--- src/rtl/ctrl_pipe_hazard.sv ---
// Control-bundle pipeline (ID/EX, EX/MEM, MEM/WB) with load-use stall detection,
// bubble insertion, branch flush and a saturating stall-event counter.

module ctrl_pipe_hazard_chk #(
    parameter int REG_ADDR_W = 5
) (
    input  logic                  clk_i,
    input  logic                  rst_i,
    input  logic                  stall_i,
    input  logic                  pc_write_i,
    input  logic [REG_ADDR_W+6:0] ex_bundle_i
);

    // A stall always loads a bubble into EX, so it can never repeat on the next cycle.
    a_single_cycle_stall: assert property (@(posedge clk_i) disable iff (!rst_i)
        stall_i |=> !stall_i);

    // The cycle after a stall, EX holds an all-zero bundle.
    a_stall_bubble: assert property (@(posedge clk_i) disable iff (!rst_i)
        stall_i |=> (ex_bundle_i == '0));

    // PC enable is the exact complement of stall.
    a_pc_write: assert property (@(posedge clk_i) disable iff (!rst_i)
        pc_write_i == !stall_i);

endmodule

module ctrl_pipe_hazard #(
    parameter int STALL_CNT_W = 16,
    parameter int REG_ADDR_W  = 5
) (
    input  logic                   clk_i,
    input  logic                   rst_i,
    input  logic                   valid_i,
    input  logic                   Branch_i,
    input  logic                   MemtoReg_i,
    input  logic [1:0]             ALUOp_i,
    input  logic                   MemWrite_i,
    input  logic                   ALUSrc_i,
    input  logic                   RegWrite_i,
    input  logic [REG_ADDR_W-1:0]  rs1_i,
    input  logic [REG_ADDR_W-1:0]  rs2_i,
    input  logic [REG_ADDR_W-1:0]  rd_i,
    input  logic                   flush_i,
    output logic [1:0]             ALUOp_o,
    output logic                   ALUSrc_o,
    output logic [REG_ADDR_W-1:0]  rd_ex_o,
    output logic                   Branch_o,
    output logic                   MemWrite_o,
    output logic                   MemRead_o,
    output logic [REG_ADDR_W-1:0]  rd_mem_o,
    output logic                   RegWrite_mem_o,
    output logic                   MemtoReg_o,
    output logic                   RegWrite_o,
    output logic [REG_ADDR_W-1:0]  rd_wb_o,
    output logic                   PCWrite_o,
    output logic                   IFIDWrite_o,
    output logic [STALL_CNT_W-1:0] stall_cnt_o
);

    localparam logic [REG_ADDR_W-1:0]  RD_ZERO  = {REG_ADDR_W{1'b0}};
    localparam logic [STALL_CNT_W-1:0] CNT_ONE  = STALL_CNT_W'(1);
    localparam logic [STALL_CNT_W-1:0] CNT_MAX  = {STALL_CNT_W{1'b1}};

    // ID/EX stage registers
    logic                  ex_branch_q,   ex_branch_d;
    logic                  ex_memtoreg_q, ex_memtoreg_d;
    logic [1:0]            ex_aluop_q,    ex_aluop_d;
    logic                  ex_memwrite_q, ex_memwrite_d;
    logic                  ex_alusrc_q,   ex_alusrc_d;
    logic                  ex_regwrite_q, ex_regwrite_d;
    logic [REG_ADDR_W-1:0] ex_rd_q,       ex_rd_d;

    // EX/MEM stage registers
    logic                  mem_branch_q,   mem_branch_d;
    logic                  mem_memtoreg_q, mem_memtoreg_d;
    logic                  mem_memwrite_q, mem_memwrite_d;
    logic                  mem_regwrite_q, mem_regwrite_d;
    logic [REG_ADDR_W-1:0] mem_rd_q,       mem_rd_d;

    // MEM/WB stage registers
    logic                  wb_memtoreg_q, wb_memtoreg_d;
    logic                  wb_regwrite_q, wb_regwrite_d;
    logic [REG_ADDR_W-1:0] wb_rd_q,       wb_rd_d;

    logic [STALL_CNT_W-1:0] stall_cnt_q, stall_cnt_d;

    logic hazard_s;
    logic stall_s;
    logic bubble_s;

    // Load-use detection against the instruction currently in EX; x0 is never a dependency.
    always_comb begin
        hazard_s = 1'b0;
        if (ex_memtoreg_q && ex_regwrite_q && (ex_rd_q != RD_ZERO) && valid_i &&
            ((ex_rd_q == rs1_i) || (ex_rd_q == rs2_i))) begin
            hazard_s = 1'b1;
        end else begin
            hazard_s = 1'b0;
        end
        stall_s  = hazard_s && !flush_i;
        bubble_s = flush_i || stall_s || !valid_i;
    end

    // ID/EX next state: either the decoder bundle or an all-zero bubble.
    always_comb begin
        ex_branch_d   = 1'b0;
        ex_memtoreg_d = 1'b0;
        ex_aluop_d    = 2'b00;
        ex_memwrite_d = 1'b0;
        ex_alusrc_d   = 1'b0;
        ex_regwrite_d = 1'b0;
        ex_rd_d       = RD_ZERO;
        if (bubble_s) begin
            ex_branch_d   = 1'b0;
            ex_memtoreg_d = 1'b0;
            ex_aluop_d    = 2'b00;
            ex_memwrite_d = 1'b0;
            ex_alusrc_d   = 1'b0;
            ex_regwrite_d = 1'b0;
            ex_rd_d       = RD_ZERO;
        end else begin
            ex_branch_d   = Branch_i;
            ex_memtoreg_d = MemtoReg_i;
            ex_aluop_d    = ALUOp_i;
            ex_memwrite_d = MemWrite_i;
            ex_alusrc_d   = ALUSrc_i;
            ex_regwrite_d = RegWrite_i;
            ex_rd_d       = rd_i;
        end
    end

    // EX/MEM and MEM/WB next state: ALUOp/ALUSrc stop at EX, only WB controls reach WB.
    always_comb begin
        mem_branch_d   = ex_branch_q;
        mem_memtoreg_d = ex_memtoreg_q;
        mem_memwrite_d = ex_memwrite_q;
        mem_regwrite_d = ex_regwrite_q;
        mem_rd_d       = ex_rd_q;
        wb_memtoreg_d  = mem_memtoreg_q;
        wb_regwrite_d  = mem_regwrite_q;
        wb_rd_d        = mem_rd_q;
    end

    // Stall-event counter, saturating at all-ones.
    always_comb begin
        stall_cnt_d = stall_cnt_q;
        if (stall_s && (stall_cnt_q != CNT_MAX)) begin
            stall_cnt_d = stall_cnt_q + CNT_ONE;
        end else begin
            stall_cnt_d = stall_cnt_q;
        end
    end

    // Stage registers and counter, cleared asynchronously by reset.
    always_ff @(posedge clk_i or negedge rst_i) begin
        if (!rst_i) begin
            ex_branch_q    <= 1'b0;
            ex_memtoreg_q  <= 1'b0;
            ex_aluop_q     <= 2'b00;
            ex_memwrite_q  <= 1'b0;
            ex_alusrc_q    <= 1'b0;
            ex_regwrite_q  <= 1'b0;
            ex_rd_q        <= RD_ZERO;
            mem_branch_q   <= 1'b0;
            mem_memtoreg_q <= 1'b0;
            mem_memwrite_q <= 1'b0;
            mem_regwrite_q <= 1'b0;
            mem_rd_q       <= RD_ZERO;
            wb_memtoreg_q  <= 1'b0;
            wb_regwrite_q  <= 1'b0;
            wb_rd_q        <= RD_ZERO;
            stall_cnt_q    <= {STALL_CNT_W{1'b0}};
        end else begin
            ex_branch_q    <= ex_branch_d;
            ex_memtoreg_q  <= ex_memtoreg_d;
            ex_aluop_q     <= ex_aluop_d;
            ex_memwrite_q  <= ex_memwrite_d;
            ex_alusrc_q    <= ex_alusrc_d;
            ex_regwrite_q  <= ex_regwrite_d;
            ex_rd_q        <= ex_rd_d;
            mem_branch_q   <= mem_branch_d;
            mem_memtoreg_q <= mem_memtoreg_d;
            mem_memwrite_q <= mem_memwrite_d;
            mem_regwrite_q <= mem_regwrite_d;
            mem_rd_q       <= mem_rd_d;
            wb_memtoreg_q  <= wb_memtoreg_d;
            wb_regwrite_q  <= wb_regwrite_d;
            wb_rd_q        <= wb_rd_d;
            stall_cnt_q    <= stall_cnt_d;
        end
    end

    assign ALUOp_o        = ex_aluop_q;
    assign ALUSrc_o       = ex_alusrc_q;
    assign rd_ex_o        = ex_rd_q;
    assign Branch_o       = mem_branch_q;
    assign MemWrite_o     = mem_memwrite_q;
    assign MemRead_o      = mem_memtoreg_q;
    assign rd_mem_o       = mem_rd_q;
    assign RegWrite_mem_o = mem_regwrite_q;
    assign MemtoReg_o     = wb_memtoreg_q;
    assign RegWrite_o     = wb_regwrite_q;
    assign rd_wb_o        = wb_rd_q;
    assign PCWrite_o      = !stall_s;
    assign IFIDWrite_o    = !stall_s;
    assign stall_cnt_o    = stall_cnt_q;

    ctrl_pipe_hazard_chk #(
        .REG_ADDR_W (REG_ADDR_W)
    ) u_chk (
        .clk_i       (clk_i),
        .rst_i       (rst_i),
        .stall_i     (stall_s),
        .pc_write_i  (PCWrite_o),
        .ex_bundle_i ({ex_branch_q, ex_memtoreg_q, ex_aluop_q, ex_memwrite_q,
                       ex_alusrc_q, ex_regwrite_q, ex_rd_q})
    );

endmodule

--- config.mk ---
export PLATFORM = sky130hd
export DESIGN_NAME = ctrl_pipe_hazard
export DESIGN_NICKNAME = d
export VERILOG_FILES = /design/src/rtl/ctrl_pipe_hazard.sv
export SDC_FILE = /design/constraint.sdc
export NUM_CORES = 1
export LEC_CHECK = 0
export ABC_AREA = 0
export BUFFER_PORTS_ARGS = -buffer_cell sky130_fd_sc_hd__buf_2
export CAP_MARGIN = 20
export CORE_MARGIN = 2
export CORE_UTILIZATION = 35
export DETAILED_ROUTE_END_ITERATION = 10
export HOLD_SLACK_MARGIN = 0.05
export PLACE_DENSITY_LB_ADDON = 0.25
export SYNTH_ARGS = -nofsm -noshare
export SYNTH_HDL_FRONTEND = slang
export SYNTH_SLANG_ARGS = --single-unit
--- constraint.sdc ---
create_clock -name clk_i -period 5.6 [get_ports clk_i]
set_clock_uncertainty 0.05 [all_clocks]
set_input_delay 0.28 -clock clk_i [delete_from_list [all_inputs] [get_ports clk_i]]
set_output_delay 0.28 -clock clk_i [all_outputs]
set_load 0.005 [all_outputs]
==> reports/results.ini <==
[sta]
hold_viol=0
slew_viol_final=0
rsz0062_at_grt=no
final.setup.tns_ns=0
tightest_slew_ns=0.942
clock.fmax_mhz=445
whs_ns=0.0720
slew_headroom_pct=37.2
fin_ws_ns=3.35
setup_viol=0
timing.final.crit_share_pct=40.1
period_minus_slack_ns=2.25

[global_route]
grt_pass1_vias=1275
overflow=0
grt_max_degree=45
track_usage_pct=14.1
grt_antenna_before_repair=0
grt_pass1_wl_um=5980

[placed_design]
dpl_worst_slack_ns=3.54
placed_area_sq_um=2180
gp_congestion=0.848
hpwlAfterDp_um=2710
portBuffers=67

[worst_setup_path]
crit_chain=or4_4, o21ai_2, nor2_1, nand2_1, buf_2
crit_type=register to output pin
critPathCaptureType=output pin
cp-start-kind=register
cp_slowest_stage_delay_ns=0.56
worst-path-buf-inv=1
cp.required_ns=5.27
cp.arrival_ns=1.92
cp_slowest_cell=or4_4
crit_fanout=13
cp_top_family=simple AND/OR/NAND/NOR gates

[logic_synthesis]
syn_area_per_cell_sq_um=12.4
yosysMostFrequentCell=dfrtp_1
yosys.area.top_type=dfrtp_1
synth_top_area_share_pct=61.5
synth_edf_count=0
synth_fp_nets=171
syn_inst=144
synthTopCellsByArea=dfrtp_1 (61%), xnor2_1 (11%), and2_2 (4.2%)
synthTopCellsByCount=dfrtp_1 (44), xnor2_1 (23), nand4_1 (12), and2_2 (10)
async_flop_share_pct=100
synth_seq_area_share_pct=61.5
synth_cell_types=31
synth_top_flop_cell=dfrtp_1
ys_warn_count=0
synth_area_sq_um=1790
ys_ff_latch=44

[clock_tree]
cts_num_sinks=44
clkSlewWorstSetupHoldPaths_ns=0.08
ctsHoldBuffers=0
tritoncts=done
cts_resized=0
htreeDepth=2
post-cts-setup-buffers=0
cts_buffers=5
clock_latency_ns=0.30
cts-root-buf=clkbuf_8
clk_path_buf_depth=2

[finish]
area_growth_pct=28.1
stdcell_area_sq_um=2300
layout-drive-gt1-share_pct=42.8
nNetsFinal=241
num_antenna_cells=0

[floorplanning]
start_util_pct=35.8
dieHeight_um=75.6
io-pin-count=68
fp.dieW_um=75.6
core_area_sq_um=5010
rows=26
die_area_sq_um=5710

[power]
power_uw=612
p_per_area_nw_per_um2=266
ir_drop_uv=133
leakage_uw=0.00115

[detailed_routing]
wl_per_cell_um=12.5
drt_iter0_drc=61
num_vias=1287
drc_errors=0
first_pass_iters=4
antenna_left=0
via_per_inst=4.52
drt-total-wl_um=3570

[status]
status=finished, final reports clean

[hold_path]
hold_path_class=primary input to asynchronous set/reset pin

[run]
drv_cap=0

## state kept, by name, indices dropped and copies added, names as in the netlist
signal	flops
rd_ex_o	5
stall_cnt_o	16
RegWrite_mem_o	1
MemtoReg_o	1
ALUSrc_o	1
ex_regwrite_q	1
ex_memwrite_q	1
rd_wb_o	5
MemRead_o	1
RegWrite_o	1
ex_memtoreg_q	1
ALUOp_o	2
rd_mem_o	5
MemWrite_o	1
Branch_o	1
ex_branch_q	1
## final cells by class
| type | instances | area (sq um) |
|---|---|---|
| Inverter | 2 | 7.51 |
| Tap cell | 70 | 87.6 |
| Fill cell | 501 | 2710 |
| Timing Repair Buffer | 67 | 335 |
| Clock inverter | 3 | 47.5 |
| Sequential cell | 44 | 1100 |
| Clock buffer | 5 | 68.8 |
| Multi-Input combinational cell | 94 | 648 |
## kinds of logic (layout without fill, tap and decap cells)
logic type | Yosys count | in the layout | synth area share, %
flops | 44 | 44 | 61.5
xor+xnor | 23 | 23 | 11.2
simple gates | 62 | 62 | 20.3
mux | 2 | 2 | 1.19
compound gates | 6 | 6 | 2.79
fa+ha+maj | 1 | 1 | 0.698
buf+inv | 6 | 77 | 2.37
## placed cells by master (no fill, tap or decap), drive strengths merged, types with 2 or more instances in the layout
cell type	instances
dfrtp	44
clkbuf	5
and3	3
and2	12
nor3	3
nand2	7
nand3	8
xnor2	23
a31oi	2
nor2	8
nand4	12
inv	2
clkinv	2
buf	67
## final timing paths
kind                                  startpoint                         end  slack [ns]  depth (start not counted)
max                         rd_ex_o[1]$_DFF_PN0_                   PCWrite_o        3.35                          5
min                                        rst_i        MemWrite_o$_DFF_PN0_        0.07                          1
max reg2reg                 rd_ex_o[1]$_DFF_PN0_  stall_cnt_o[1]$_DFFE_PN0P_        3.54                          5
min reg2reg                ex_branch_q$_DFF_PN0_          Branch_o$_DFF_PN0_        0.30                          0
max in group asynchronous                  rst_i         MemRead_o$_DFF_PN0_        4.85                          1
min in group clk_i                    ALUOp_i[0]        ALUOp_o[0]$_DFF_PN0_        0.13                          2
## worst reg2reg max path, stage by stage, from the launching register on
cell and delay, ns:
dfrtp_1 0.44, or4_4 0.56, o21ai_2 0.18, nor2_1 0.19
nand3_1 0.19, mux2_2 0.34
## stage by stage
step                      utilization, %  instances
final                               45.8        285
after global routing                45.8        285
after CTS                           45.8        285
after detailed placement            43.5        277
after global placement              43.5        277
after floorplan                        -        144
## routing by layer
metal  track usage, %  vias to the layer above  wire length, um  part of all wire [%]
li1                 -                      632                -                     -
met1             19.2                      611             1580                    44
met2             21.2                       38             1660                    47
met3             4.50                        6              246                   6.9
met4             5.46                        0               77                   2.2
met5                0                        -                0                     0
## power by group
group          leakage, uW  internal, uW  switching [uW]
Clock            0.0000583           134             109
Combinational     0.000499          19.3            19.6
Sequential        0.000595           325            4.49
Total              0.00115           479             133
No activity file was read; power rests on OpenSTA's default activity.
